**src/rtl/pulse_domain_receiver.sv**
```systemverilog
// pulse_domain_receiver
//
// Receive side of a toggle-encoded event crossing. Each level change on the
// asynchronous request toggle reqIn is one event. reqIn is synchronised into
// clock and each event is counted. Events are then replayed as single-cycle
// strobes on pulseOut while honouring downstream backpressure. An acknowledge
// toggle is returned to the sender.
//
// Parameters:
//   SYNC_STAGES    synchroniser depth on reqIn (>= 2)
//   PENDING_WIDTH  width of the pending-event counter
//
// Ports:
//   clock          sole clock
//   reset          asynchronous, active-low reset
//   reqIn          asynchronous request toggle; every level change is an event
//   pulseReady     downstream may accept a pulse this cycle
//   clearOverflow  synchronous clear of overflow
//   pulseOut       registered one-cycle event strobe
//   ackOut         registered acknowledge toggle (last synchronised request)
//   pending        events received but not yet issued
//   overflow       sticky flag: an event was dropped because pending was full
module pulse_domain_receiver #(
   parameter int SYNC_STAGES   = 2,
   parameter int PENDING_WIDTH = 4
) (
   input  logic                     clock,
   input  logic                     reset,
   input  logic                     reqIn,
   input  logic                     pulseReady,
   input  logic                     clearOverflow,
   output logic                     pulseOut,
   output logic                     ackOut,
   output logic [PENDING_WIDTH-1:0] pending,
   output logic                     overflow
);

   localparam logic [PENDING_WIDTH-1:0] PENDING_MAX = '1;
   localparam logic [PENDING_WIDTH-1:0] PENDING_ONE = PENDING_WIDTH'(1);

   logic [SYNC_STAGES-1:0]   sync_reg;
   logic                     sync_last_reg;
   logic                     pulse_reg;
   logic [PENDING_WIDTH-1:0] pending_reg;
   logic [PENDING_WIDTH-1:0] pending_next;
   logic                     overflow_reg;
   logic                     overflow_next;
   logic                     event_hit;
   logic                     fire;
   logic                     overflow_set;

   // Synchroniser chain plus one extra stage. The extra stage is the
   // acknowledge toggle and the reference for edge detection.
   always_ff @(posedge clock or negedge reset) begin
      if (!reset) begin
         sync_reg      <= '0;
         sync_last_reg <= 1'b0;
      end else begin
         sync_reg      <= {sync_reg[SYNC_STAGES-2:0], reqIn};
         sync_last_reg <= sync_reg[SYNC_STAGES-1];
      end
   end

   assign event_hit = sync_reg[SYNC_STAGES-1] ^ sync_last_reg;

   // A pulse may not issue while the previous one is still high.
   // This forces at least one low cycle between strobes.
   assign fire = pulseReady && !pulse_reg && (pending_reg != '0);

   always_comb begin
      pending_next = pending_reg;
      overflow_set = 1'b0;
      if (event_hit && !fire) begin
         if (pending_reg == PENDING_MAX) begin
            overflow_set = 1'b1;
         end else begin
            pending_next = pending_reg + PENDING_ONE;
         end
      end else if (!event_hit && fire) begin
         pending_next = pending_reg - PENDING_ONE;
      end
      // A drop in the same cycle as a clear keeps the flag set.
      // Otherwise the dropped event would go unreported.
      if (overflow_set) begin
         overflow_next = 1'b1;
      end else if (clearOverflow) begin
         overflow_next = 1'b0;
      end else begin
         overflow_next = overflow_reg;
      end
   end

   always_ff @(posedge clock or negedge reset) begin
      if (!reset) begin
         pulse_reg    <= 1'b0;
         pending_reg  <= '0;
         overflow_reg <= 1'b0;
      end else begin
         pulse_reg    <= fire;
         pending_reg  <= pending_next;
         overflow_reg <= overflow_next;
      end
   end

   assign pulseOut = pulse_reg;
   assign ackOut   = sync_last_reg;
   assign pending  = pending_reg;
   assign overflow = overflow_reg;

endmodule

```
**config.mk**
```make
export PLATFORM = sky130hd
export DESIGN_NAME = pulse_domain_receiver
export DESIGN_NICKNAME = d
export VERILOG_FILES = /design/src/rtl/pulse_domain_receiver.sv
export SDC_FILE = /design/constraint.sdc
export NUM_CORES = 1
export LEC_CHECK = 0
export CORE_UTILIZATION = 30
export CTS_BUF_LIST = sky130_fd_sc_hd__clkbuf_4 sky130_fd_sc_hd__clkbuf_8 sky130_fd_sc_hd__clkbuf_16
export CTS_CLUSTER_DIAMETER = 150
export DETAILED_ROUTE_END_ITERATION = 7
export GPL_ROUTABILITY_DRIVEN = 0
export PLACE_DENSITY = 0.51
export RECOVER_POWER = 50
export SKIP_CTS_REPAIR_TIMING = 1
export SYNTH_ARGS = -nofsm -noshare
export SYNTH_HDL_FRONTEND = slang
export SYNTH_SLANG_ARGS = --single-unit
```
**constraint.sdc**
```tcl
create_clock -name clock -period 2.67 [get_ports clock]
set_input_delay 0.267 -clock clock [delete_from_list [all_inputs] [get_ports clock]]
set_output_delay 0.267 -clock clock [all_outputs]
set_load 0.005 [all_outputs]
```
==> run_results.csv <==
group,metric,value,unit
status,outcome,"finished, final reports clean",
power,p_total,0.609,mW
detailed_routing,drt_first_iter_violations,1,
clock_tree,clock_latency,0.25,ns
placed_design,port_buffers,11,
global_route,grt.overflow.total,0,
power,p_int,0.406,mW
floorplanning,placementRows,13,
clock_tree,clk_pin_slew,0.06,ns
synth,avgSynthCellArea,13.4,sq um
sta,fmax,440,MHz
synth,yosys_warnings,0,
detailed_routing,first_pass_iters,2,
clock_tree,h-tree-depth,1,
power,peakVddDrop,0.498,mV
synth,synth_top_area_cell,"dfrtp_1",
synth,synth_top_area_share,0.542,
global_route,grt_pass1_vias,256,
global_route,grt_pass1_wl,1130,um
clock_tree,cts_buffer_depth,2,
layout,seq_area,225,sq um
sta,holdWs,0.353,ns
floorplanning,die-area,0.00154,sq mm
worst_setup_path,crit_path_end_kind,"flop",
synth,synthMuxAreaShare,0.0783,
synth,syn_inst,31,
detailed_routing,drc,0,
synth,yosysUniqueCellTypes,18,
layout,layout_common_cells,"dfrtp_1, clkdlybuf4s50_1, xor2_1, clkbuf_4",
worst_setup_path,cp.required,2.85,ns
run,drv_cap,0,
layout,diodes,0,
sta,slew_viol_final,0,
global_route,grt.total_usage,0.119,
detailed_routing,wl,731,um
power,powerDensity,1050,mW/mm^2
layout,multi_input_area,186,sq um
sta,worst_pin_slew,0.397,ns
worst_setup_path,cp-start-kind,"flop",
worst_setup_path,r2r_start,"pending[0]",
synth,syn_area,415,sq um
layout,final_net_count,56,
power,clkPwrFrac,0.183,
layout,num-fill-cells,128,
synth,synth_top_family_by_area,"adder cells",
power,p_comb_frac,0.420,
layout,areaGrowthSynthToFinish,40.1,%
synth,synthTopCellsByArea,"dfrtp_1, xor2_1, ha_1",
sta,tns,0,ns
detailed_routing,antenna_left,0,
synth,synth_compound_area_frac,0.0783,
floorplanning,die_w,39.2,um
hold_path,hp-class,"reg2reg",
floorplanning,core,0.00130,sq mm
layout,drive_gt1_frac,0.170,
clock_tree,cts_root_buf,"clkbuf_4",
synth,ys_ff_latch,9,
power,leakage,0.251,nW
synth,synth_fp_nets,39,
global_route,grt_antenna_before_repair,0,
power,p_switching,0.203,mW
synth,synth_simple_gate_area_frac,0.0994,
clock_tree,clock-sinks,9,
sta,period_share,0.852,
detailed_routing,num_vias,285,
worst_setup_path,cp.arrival,2.45,ns
worst_setup_path,worstPathMaxFanout,6,
synth,synth_xor_area_frac,0.0843,
floorplanning,dieHeight,39.2,um
worst_setup_path,critPathKind,"reg2reg",
sta,finalSetupViolCount,0,
floorplanning,top_level_ports,12,
sta,skew,0.00122,ns
synth,ys_seq_area_frac,0.542,
worst_setup_path,cp-startpoint,"pending[0]",
clock_tree,cts_buffers,3,
hold_path,min-delay-start,"sync_reg[0]",
power,swShare,0.334,
global_route,grt_max_degree,10,
sta,max-slew-margin-rel,0.735,
detailed_routing,vias_per_cell,4.60,
layout,final_cell_area,582,sq um
floorplanning,initial_core_util,0.319,
placed_design,post_dp_cell_area,552,sq um
sta,hold_violations,0,
sta,period_needed,2.27,ns
clock_tree,cts_tree,"done",
detailed_routing,wl_per_cell,11.8,um
sta,rsz0062_at_grt,"no",
power,pwr-share-seq,0.397,
layout,largest_reg_flops,4,
synth,synthAdderAreaFrac,0.108,
routing by layer:
layer | global-route usage | wire length, um
met4 | 0.0776 | 0
met5 | 0 | 0
met1 | 0.131 | 321
met3 | 0.0578 | 33
met2 | 0.179 | 377
worst paths after layout:
kind,end,cells after the start,slack (ns)
worst max register to register,pending[3],7,0.40
max in group asynchronous,sync_reg[1],1,2.02
worst max-delay path,pending[3],7,0.40
worst min register to register,sync_reg[1],0,0.35
min in group asynchronous,pending[3],1,0.37
worst min-delay path,sync_reg[1],0,0.35
per-stage QoR:
step / std cells / util / setup slack [ns]
after floorplan: 31 / - / 0.515
after global placement: 58 / 0.424 / 0.473
after detailed placement: 58 / 0.424 / 0.405
after CTS: 62 / 0.447 / 0.384
after global routing: 62 / 0.447 / 0.250
final: 62 / 0.447 / 0.395
worst max-delay path, cell delays in order (launching register included):
cell and delay [ns]:
dfrtp_1 0.47, nor4_2 0.45, o21ai_0 0.19, ha_1 0.31, a21o_2 0.20, a21oi_1 0.18
mux2i_1 0.24, xor2_1 0.15
power groups by stage:
| stage | sequential [mW] | clock (mW) | combinational, mW |
|---|---|---|---|
| floorplan | 0.236 | 0 | 0.140 |
| global placement | 0.239 | 0 | 0.253 |
| detailed placement | 0.244 | 0 | 0.258 |
| CTS | 0.241 | 0.117 | 0.259 |
| global route | 0.250 | 0.125 | 0.288 |
| finish | 0.242 | 0.112 | 0.256 |
Yosys cell counts:
cell and n:
dfrtp_1 9, xor2_1 4, ha_1 2, mux2_1 2, a21o_2 1, a21oi_1 1
fa_1 1, inv_1 1, mux2i_1 1, nand2_2 1, nand2b_1 1, nand4_1 1
nor2_1 1, nor4_2 1, o211ai_1 1, o21ai_0 1, o22ai_1 1, or3_1 1
layout make-up:
type / instances / share of cell area
sequential: 9 / 0.387
multi-input combinational: 21 / 0.320
timing repair buffer: 12 / 0.202
clock buffer: 4 / 0.0516
tap: 15 / 0.0323
inverter: 1 / 0.00645
kinds of logic after synthesis:
logic type,count (synthesis)
buffers and inverters,1
adder cells (fa/ha/maj),3
AND/OR/NAND/NOR,6
AO/OA/AOI/OAI,5
flip-flops,9
multiplexers,3
XOR/XNOR,4
No activity file was read; power rests on OpenSTA's default activity.
